===== src/rtl/l2_writeback_buffer_if.sv =====
// Bus bundle for the L2 writeback buffer: eviction push, memory drain handshake and miss lookup.
// "slave" is the buffer's view; "master" is the L2 / memory side that drives it.
interface l2_writeback_buffer_if #(
  parameter int ADDR_W = 32,
  parameter int DATA_W = 128
);
  logic              wb_valid;
  logic [ADDR_W-1:0] wb_addr;
  logic [DATA_W-1:0] wb_data;
  logic              wb_ready;
  logic              mem_req;
  logic [ADDR_W-1:0] mem_addr;
  logic [DATA_W-1:0] mem_wdata;
  logic              mem_ack;
  logic [ADDR_W-1:0] lookup_addr;
  logic              lookup_hit;
  logic [DATA_W-1:0] lookup_data;

  modport slave (
    input  wb_valid, wb_addr, wb_data, mem_ack, lookup_addr,
    output wb_ready, mem_req, mem_addr, mem_wdata, lookup_hit, lookup_data
  );

  modport master (
    output wb_valid, wb_addr, wb_data, mem_ack, lookup_addr,
    input  wb_ready, mem_req, mem_addr, mem_wdata, lookup_hit, lookup_data
  );
endinterface


===== src/rtl/l2_writeback_buffer.sv =====
// Victim FIFO behind the L2: buffers evicted blocks, drains them to memory, serves miss lookups.
// Optional macro WB_COALESCE_EN: a push hitting a queued (not in-flight) block overwrites it in place.
module l2_writeback_buffer #(
  parameter int DEPTH  = 4,
  parameter int ADDR_W = 32,
  parameter int DATA_W = 128
) (
  input  logic                     clk,
  input  logic                     reset,
  l2_writeback_buffer_if.slave     bus,
  output logic [$clog2(DEPTH):0]   count,
  output logic                     overflow
);

  localparam int PTR_W = $clog2(DEPTH);
  localparam int CNT_W = PTR_W + 1;
  localparam int BA_W  = ADDR_W - 2;

  typedef enum logic {IDLE, SEND} state_t;

  logic [DEPTH-1:0]  valid_q;
  logic [BA_W-1:0]   addr_q [DEPTH];
  logic [DATA_W-1:0] data_q [DEPTH];
  logic [PTR_W-1:0]  wr_ptr_q, rd_ptr_q;
  logic [CNT_W-1:0]  count_q;
  logic              overflow_q;
  logic [ADDR_W-1:0] mem_addr_q;
  logic [DATA_W-1:0] mem_wdata_q;
  state_t            state_q, state_d;

  logic              full, wb_rdy, push, alloc, load, pop;
  logic [DATA_W-1:0] head_data;
  logic              lk_hit;
  logic [DATA_W-1:0] lk_data;
  logic [PTR_W-1:0]  lk_idx;
  logic              unused_addr_bits;

  assign full = (count_q == CNT_W'(DEPTH));
  assign push = bus.wb_valid && wb_rdy;
  assign unused_addr_bits = ^{bus.wb_addr[1:0], bus.lookup_addr[1:0]};

`ifdef WB_COALESCE_EN
  logic              co_hit;
  logic [PTR_W-1:0]  co_idx, sc_idx;

  // Scan oldest to youngest so the last match is the youngest; the in-flight head is untouchable.
  always_comb begin
    co_hit = 1'b0;
    co_idx = '0;
    sc_idx = '0;
    for (int k = 0; k < DEPTH; k++) begin
      sc_idx = rd_ptr_q + PTR_W'(k);
      if (valid_q[sc_idx] && addr_q[sc_idx] == bus.wb_addr[ADDR_W-1:2] &&
          !(state_q == SEND && sc_idx == rd_ptr_q)) begin
        co_hit = 1'b1;
        co_idx = sc_idx;
      end
    end
  end

  assign wb_rdy = !full || co_hit;
  assign alloc  = push && !co_hit;

  // A coalescing write to the head while it is being loaded must reach memory.
  always_comb begin
    head_data = data_q[rd_ptr_q];
    if (push && co_hit && co_idx == rd_ptr_q) head_data = bus.wb_data;
  end
`else
  assign wb_rdy    = !full;
  assign alloc     = push;
  assign head_data = data_q[rd_ptr_q];
`endif

  always_comb begin
    lk_hit = 1'b0;
    lk_data = '0;
    lk_idx = '0;
    for (int k = 0; k < DEPTH; k++) begin
      lk_idx = rd_ptr_q + PTR_W'(k);
      if (valid_q[lk_idx] && addr_q[lk_idx] == bus.lookup_addr[ADDR_W-1:2]) begin
        lk_hit = 1'b1;
        lk_data = data_q[lk_idx];
      end
    end
  end

  always_comb begin
    state_d = state_q;
    load = 1'b0;
    pop = 1'b0;
    case (state_q)
      IDLE: if (count_q != '0) begin
        state_d = SEND;
        load = 1'b1;
      end
      SEND: if (bus.mem_ack) begin
        state_d = IDLE;
        pop = 1'b1;
      end
      default: state_d = IDLE;
    endcase
  end

  // Storage stage: block payload, no reset (entries are qualified by valid_q)
  always_ff @(posedge clk) begin
    if (alloc) begin
      addr_q[wr_ptr_q] <= bus.wb_addr[ADDR_W-1:2];
      data_q[wr_ptr_q] <= bus.wb_data;
    end
`ifdef WB_COALESCE_EN
    if (push && co_hit) data_q[co_idx] <= bus.wb_data;
`endif
  end

  // Control stage: pointers, occupancy, drain FSM and the registered memory request
  always_ff @(posedge clk) begin
    if (reset) begin
      state_q     <= IDLE;
      valid_q     <= '0;
      wr_ptr_q    <= '0;
      rd_ptr_q    <= '0;
      count_q     <= '0;
      overflow_q  <= 1'b0;
      mem_addr_q  <= '0;
      mem_wdata_q <= '0;
    end else begin
      state_q <= state_d;
      if (bus.wb_valid && !wb_rdy) overflow_q <= 1'b1;
      if (alloc) begin
        valid_q[wr_ptr_q] <= 1'b1;
        wr_ptr_q <= wr_ptr_q + 1'b1;
      end
      if (pop) begin
        valid_q[rd_ptr_q] <= 1'b0;
        rd_ptr_q <= rd_ptr_q + 1'b1;
      end
      count_q <= count_q + CNT_W'(alloc) - CNT_W'(pop);
      if (load) begin
        mem_addr_q  <= {addr_q[rd_ptr_q], 2'b00};
        mem_wdata_q <= head_data;
      end
    end
  end

  assign bus.wb_ready    = wb_rdy;
  assign bus.mem_req     = (state_q == SEND);
  assign bus.mem_addr    = mem_addr_q;
  assign bus.mem_wdata   = mem_wdata_q;
  assign bus.lookup_hit  = lk_hit;
  assign bus.lookup_data = lk_data;
  assign count           = count_q;
  assign overflow        = overflow_q;

endmodule

===== src/flat_wrapper.sv =====
// flat-port wrapper written by rule: the top's interface ports become plain ports
module l2_writeback_buffer_flat 
#(
  parameter int DEPTH  = 4,
  parameter int ADDR_W = 32,
  parameter int DATA_W = 128
)
  (clk, reset, count, overflow, bus_wb_valid, bus_wb_addr, bus_wb_data, bus_mem_ack, bus_lookup_addr, bus_wb_ready, bus_mem_req, bus_mem_addr, bus_mem_wdata, bus_lookup_hit, bus_lookup_data);
  l2_writeback_buffer_if #(.ADDR_W(ADDR_W), .DATA_W(DATA_W)) bus_i ();
  input  logic clk;
  input  logic reset;
  output logic [$clog2(DEPTH):0] count;
  output logic overflow;
  input wire logic [$bits(bus_i.wb_valid)-1:0] bus_wb_valid;
  input wire logic [$bits(bus_i.wb_addr)-1:0] bus_wb_addr;
  input wire logic [$bits(bus_i.wb_data)-1:0] bus_wb_data;
  input wire logic [$bits(bus_i.mem_ack)-1:0] bus_mem_ack;
  input wire logic [$bits(bus_i.lookup_addr)-1:0] bus_lookup_addr;
  output wire logic [$bits(bus_i.wb_ready)-1:0] bus_wb_ready;
  output wire logic [$bits(bus_i.mem_req)-1:0] bus_mem_req;
  output wire logic [$bits(bus_i.mem_addr)-1:0] bus_mem_addr;
  output wire logic [$bits(bus_i.mem_wdata)-1:0] bus_mem_wdata;
  output wire logic [$bits(bus_i.lookup_hit)-1:0] bus_lookup_hit;
  output wire logic [$bits(bus_i.lookup_data)-1:0] bus_lookup_data;
  assign bus_i.wb_valid = bus_wb_valid;
  assign bus_i.wb_addr = bus_wb_addr;
  assign bus_i.wb_data = bus_wb_data;
  assign bus_i.mem_ack = bus_mem_ack;
  assign bus_i.lookup_addr = bus_lookup_addr;
  assign bus_wb_ready = bus_i.wb_ready;
  assign bus_mem_req = bus_i.mem_req;
  assign bus_mem_addr = bus_i.mem_addr;
  assign bus_mem_wdata = bus_i.mem_wdata;
  assign bus_lookup_hit = bus_i.lookup_hit;
  assign bus_lookup_data = bus_i.lookup_data;
  l2_writeback_buffer #(.DEPTH(DEPTH), .ADDR_W(ADDR_W), .DATA_W(DATA_W)) u_core (.clk(clk), .reset(reset), .bus(bus_i), .count(count), .overflow(overflow));
endmodule

===== config.mk =====
export PLATFORM = sky130hd
export DESIGN_NAME = l2_writeback_buffer_flat
export DESIGN_NICKNAME = d
export VERILOG_FILES = /design/src/rtl/l2_writeback_buffer_if.sv /design/src/rtl/l2_writeback_buffer.sv /design/src/flat_wrapper.sv
export SDC_FILE = /design/constraint.sdc
export NUM_CORES = 2
export LEC_CHECK = 0
export CAP_MARGIN = 0
export CORE_ASPECT_RATIO = 2
export CORE_MARGIN = 2
export CORE_UTILIZATION = 30
export CTS_CLUSTER_SIZE = 28
export DETAILED_ROUTE_END_ITERATION = 8
export SLEW_MARGIN = 40
export SYNTH_ARGS = -nofsm -noshare
export SYNTH_HDL_FRONTEND = slang
export SYNTH_SLANG_ARGS = --single-unit

===== constraint.sdc =====
create_clock -name clk -period 6.5 [get_ports clk]
set_input_delay 0.975 -clock clk [delete_from_list [all_inputs] [get_ports clk]]
set_output_delay 0.975 -clock clk [all_outputs]
set_load 0.05 [all_outputs]

Word level (Yosys, flattened, before mapping)
Memory sizes are Yosys's and may differ from the RTL's. A register that Yosys moved wholly into a read port is not among the register bits.
Cells that the tools add are included.
{"block": "word_totals", "register_bits": 171, "ram_bits": 632, "inputBits": 196, "out_inout_bits": 295, "mem_count": 2}
{"name": "u_core.data_q", "depth": 4, "width": 128, "rd": 4, "rd_clocked_by_memory_dff": 1, "wr": 1, "line": "l2_writeback_buffer.sv:23", "text": "logic [DATA_W-1:0] data_q [DEPTH];"}
{"name": "u_core.addr_q", "depth": 4, "width": 30, "rd": 4, "rd_clocked_by_memory_dff": 1, "wr": 1, "line": "l2_writeback_buffer.sv:22", "text": "logic [BA_W-1:0] addr_q [DEPTH];"}
{"block": "op_classes", "addsub": 6, "order_cmp": 7, "n_eq_ne": 5, "mux": 35, "n_bitwise": 4, "n_reduce_logical": 10}
{"operator": "$mux 128", "count": 4}
{"operator": "$eq 30x30->1", "count": 4}
{"operator": "$mux 1", "count": 17}
{"operator": "$lt 2x3->1 const B", "count": 5}
{"operator": "$mux 4", "count": 3}
{"operator": "$bmux 1 s2", "count": 4}
{"operator": "$logic_and 1x1->1", "count": 8}
{"operator": "$mux 2", "count": 4}
{"operator": "$add 2x1->2 const B", "count": 2}
{"operator": "$add 2x2->2 const B", "count": 2}
{"operator": "$and 4x4->4", "count": 1}
{"operator": "$demux 1 s2", "count": 2}
{"operator": "$ge 2x1->1 const B", "count": 2}
{"operator": "$not 4->4", "count": 1}
{"operator": "$or 4x4->4", "count": 1}
{"operator": "$add 3x1->3", "count": 1}
{"operator": "$eq 3x3->1 const B", "count": 1}
{"operator": "$reduce_bool 3->1", "count": 1}
{"operator": "$sub 3x1->3", "count": 1}
{"operator": "$pmux 1 s2", "count": 1}
{"operator": "$logic_not 1->1", "count": 1}
{"operator": "$not 1->1", "count": 1}

Longest topological paths before layout
{"block": "depth", "ltp_word": 9, "ltp_mapped": 23}

Worst setup path after synthesis
Ideal clock, no wire load.
{"block": "synth_timing", "kind": "register to output", "start": "reg u_core.rd_ptr_q[0]", "end": "out bus_lookup_data[27]", "arrival_time_ns": 4.856, "setup_slack_ns": 0.669, "stages_incl_launch_ff": 20, "path_buffers": 9, "path_cell_list": "dfxtp_1 -> buf_6 -> buf_12 -> buf_12 -> buf_12 -> buf_6 -> buf_6 -> inv_1 -> ha_1 -> buf_6 -> mux4_2 -> a22o_1 -> nor4b_2 -> o221ai_1 -> or4_4 -> a2bb2oi_2 -> buf_6 -> buf_6 -> a211oi_1 -> a2bb2oi_1"}
{"element": "start: declaration", "line": "l2_writeback_buffer.sv:24", "text": "logic [PTR_W-1:0] wr_ptr_q, rd_ptr_q;"}
{"element": "start signal: assignment", "line": "l2_writeback_buffer.sv:136", "text": "rd_ptr_q <= rd_ptr_q + 1'b1;"}
{"element": "$add 2x2->2 *", "line": "l2_writeback_buffer.sv:80", "text": "lk_idx = rd_ptr_q + PTR_W'(k);"}
{"element": "via u_core.lk_idx[0]", "line": "l2_writeback_buffer.sv:35", "text": "logic [PTR_W-1:0] lk_idx;"}
{"element": "$mem_v2 4x30 / $bmux 1 s2 (equally long branches)"}
{"element": "$eq 30x30->1 / $mux 1 (equally long branches)", "line": "l2_writeback_buffer.sv:81", "text": "if (valid_q[lk_idx] && addr_q[lk_idx] == bus.lookup_addr[ADDR_W-1:2]) begin"}
{"element": "$logic_and 1x1->1", "line": "l2_writeback_buffer.sv:81"}
{"element": "$mux 128 *", "line": "l2_writeback_buffer.sv:81"}
{"element": "end: declaration", "line": "flat_wrapper.sv:24", "text": "output wire logic [$bits(bus_i.lookup_data)-1:0] bus_lookup_data;"}
Mark *: on every way through the listed nets, which the timed path passes. The rest lies on a longest branch. The select of a mux whose other input is x is not followed.

Worst setup path after layout
{"block": "layout_timing", "start": "reg u_core.rd_ptr_q[0]", "end": "out bus_lookup_data[24]"}
The elaborated chain is that of the path after synthesis.

==> flow_summary.json <==
{
  "outcome": "complete, no violations",
  "start_util_pct": 30.2,
  "first_global_vias": 36509,
  "slowest_stage": "mux4_2",
  "yosys.area.top_type": "edfxtp_1",
  "ys_warn_count": 0,
  "core_sq_um": 154000,
  "critical_path_class": "reg2out",
  "clock_sinks": 805,
  "area.sequential_sq_um": 22500,
  "hpwl_microns": 118000,
  "min_path_type": "reg2reg",
  "ir_drop_uv": 427,
  "clockRootBuffer": "clkbuf_16",
  "h-tree-depth": 3,
  "slew_viol_final": 0,
  "end_kind": "output pin",
  "drive_gt1_share_pct": 23.0,
  "final_common_cell": "edfxtp_1",
  "slew_headroom_pct": 35.6,
  "drt-total-wl_microns": 180000,
  "finalCriticalPeriod_ps": 6410,
  "drtAntennaViolNets": 0,
  "numCtsBuffers": 79,
  "nets": 4368,
  "period_share_pct": 98.7,
  "cp.depth": 14,
  "crit_required_ps": 5520,
  "path_clk_slew_ps": 60,
  "worst_slack_ps": 86.7,
  "grt_overflow": 0,
  "drc": 0,
  "syn_area_sq_um": 46500,
  "num_vias": 36520,
  "antenna_found_initial": 33,
  "area_growth_pct": 25.6,
  "die_w_microns": 283,
  "nFillCells": 14935,
  "worstRegToRegCells": 5,
  "die_h_microns": 561,
  "cts_tree": "built",
  "cp_data_arrival_time_ps": 5440,
  "hold_path_depth": 2,
  "fin_tns_setup_ps": 0,
  "layout_common_cells": "632 x edfxtp_1, 592 x nand2_1, 354 x clkdlybuf4s50_1",
  "portBuffers": 484,
  "clk_path_buf_depth": 3,
  "syn_area_per_cell_sq_um": 12.3,
  "yosysTopAreaCellShare_pct": 40.8,
  "netlist_top_cells_area": "edfxtp_1 41%, mux4_2 15%, dfxtp_1 7.4%",
  "die-area_sq_um": 159000,
  "wire_per_inst_microns": 28.6,
  "holdWs_ps": 449,
  "initialDrtViolationCount": 3111,
  "synth_ff_type": "edfxtp_1",
  "hp-start": "u_core.bus.mem_addr[16]",
  "hold_viol": 0,
  "dp_slack_ps": 557,
  "synth_cell_types": 66,
  "power_density_nw_per_um2": 349,
  "track_usage_pct": 22.3,
  "grt_pass1_wl_microns": 258000,
  "cp-start-kind": "register",
  "dr.pass1.iters": 6,
  "clock_skew_ps": 26.7,
  "clk_latency_ps": 670,
  "crit_start": "u_core.rd_ptr_q[0]",
  "yosysSeqAreaShare_pct": 48.2,
  "setup_viol": 0,
  "via_per_inst": 5.79,
  "fp-row-count": 204,
  "ys_seq_elements": 805,
  "crit_buf_inv": 5,
  "synth_edf_count": 632,
  "max_cap_violations": 0,
  "max_freq_mhz": 156,
  "tightest_slew_ps": 939,
  "critPathTopFamily": "compound AO/OA/AOI/OAI gates",
  "multiInputGateArea_sq_um": 22200,
  "io_pins": 491,
  "grt_max_degree": 129,
  "slowest_delay_ps": 530,
  "leakagePower_nw": 19.2,
  "cp_max_fo": 29,
  "path_cells": "inv_1 -> ha_4 -> mux4_2 -> a22o_1 -> nor4_1 -> o221a_2 -> nor4b_4 -> buf_12 -> buf_4 -> o2111ai_1 -> a211oi_2 -> a2bb2oi_1 -> buf_4 -> buf_12",
  "async_reset_ff_share_pct": 0,
  "syn_inst": 3770,
  "routabilityCongestion": 0.981
}
==> where the power goes <==
part / switching [mW] / internal (mW)
clock network: 2.09 / 2.81
registers: 0.586 / 6.46
logic: 5.51 / 2.96
==> registers in the layout, summed over array words and instances (netlist names), named ones only <==
name,count
u_core.bus.mem_wdata,128
u_core.valid_q,4
u_core.addr_q,120
u_core.wr_ptr_q,2
u_core.rd_ptr_q,2
u_core.data_q,512
u_core.bus.mem_addr,30
u_core.count,3
u_core.overflow,1
u_core.bus.mem_req,1
==> cell usage after synthesis, types with 6 or more instances <==
| cell | number |
|---|---|
| o21ai_0 | 283 |
| inv_1 | 22 |
| buf_1 | 34 |
| a211oi_1 | 110 |
| xor2_1 | 16 |
| edfxtp_1 | 632 |
| and3_1 | 9 |
| a2bb2oi_1 | 133 |
| mux2_2 | 139 |
| nand2_1 | 592 |
| o22ai_1 | 15 |
| o2bb2ai_1 | 6 |
| mux4_2 | 314 |
| a21o_1 | 128 |
| o21ai_1 | 7 |
| a21oi_1 | 174 |
| o2111ai_1 | 134 |
| dfxtp_1 | 173 |
| a2111oi_0 | 7 |
| nand3_1 | 7 |
| buf_4 | 27 |
| ha_1 | 10 |
| xnor2_1 | 70 |
| a211oi_2 | 29 |
| nor4_1 | 11 |
| buf_2 | 101 |
| nor2_1 | 43 |
| clkbuf_1 | 199 |
| a22o_1 | 7 |
| nand4_1 | 11 |
| mux2i_1 | 238 |
| nor2b_1 | 6 |
| buf_6 | 21 |
==> stage by stage <==
stage	utilization [%]	power [mW]	instances	cell area, sq um
2_1_floorplan	-	12.6	3771	46500
6_report	37.9	20.4	6312	58500
4_1_cts	37.8	20.5	6285	58300
5_1_grt	37.9	21.3	6306	58400
3_3_place_gp	36.0	15.4	6132	55500
3_5_place_dp	36.0	15.5	6134	55600
==> path summary, 6_finish.rpt <==
path,end,slack [ps]
max reg2reg,u_core.bus.mem_wdata[127],3500
max,bus_lookup_data[24],90
min,u_core.bus.mem_addr[16],450
min reg2reg,u_core.bus.mem_addr[16],450
==> routing by layer <==
layer | GRT usage (%) | vias to the layer above | share of wire, %
met5 | 0 | - | 0.054
met4 | 12.9 | 18 | 6.0
met3 | 5.17 | 404 | 7.6
met2 | 38.8 | 1662 | 51
met1 | 24.5 | 18804 | 35
li1 | - | 15632 | -
==> layout make-up <==
| type | count | area share (%) |
|---|---|---|
| inverters | 22 | 0.154 |
| diodes | 24 | 0.103 |
| well taps | 2060 | 4.41 |
| multi-input cells | 2557 | 38.0 |
| repair buffers | 696 | 14.3 |
| clock buffers | 117 | 3.89 |
| flip-flops and latches | 805 | 38.4 |
| clock inverters | 31 | 0.753 |
==> worst min-delay path, delay by kind of cell (launching register included) <==
family | cells | cell delay (ps)
AND/OR/NAND/NOR | 1 | 50
AO/OA/AOI/OAI | 1 | 50
flip-flops | 1 | 310
==> kinds of logic after synthesis <==
kind of cell	after synthesis	share of synthesized area (%)
buffers and inverters	409	4.27
AO/OA/AOI/OAI	1061	15.7
multiplexers	692	23.7
other	1	0.00806
flip-flops	805	48.2
XOR/XNOR	86	1.62
adder cells (fa/ha/maj)	11	0.312
AND/OR/NAND/NOR	705	6.13
==> repair_timing <==
item | 4_1_cts | 5_1_grt
setup buffers | 3 | 0
resized for setup | 0 | 0
hold buffers | 0 | 0
setup endpoints to repair | 37 | 0
Note: power is estimated with default switching activity, not from simulation.
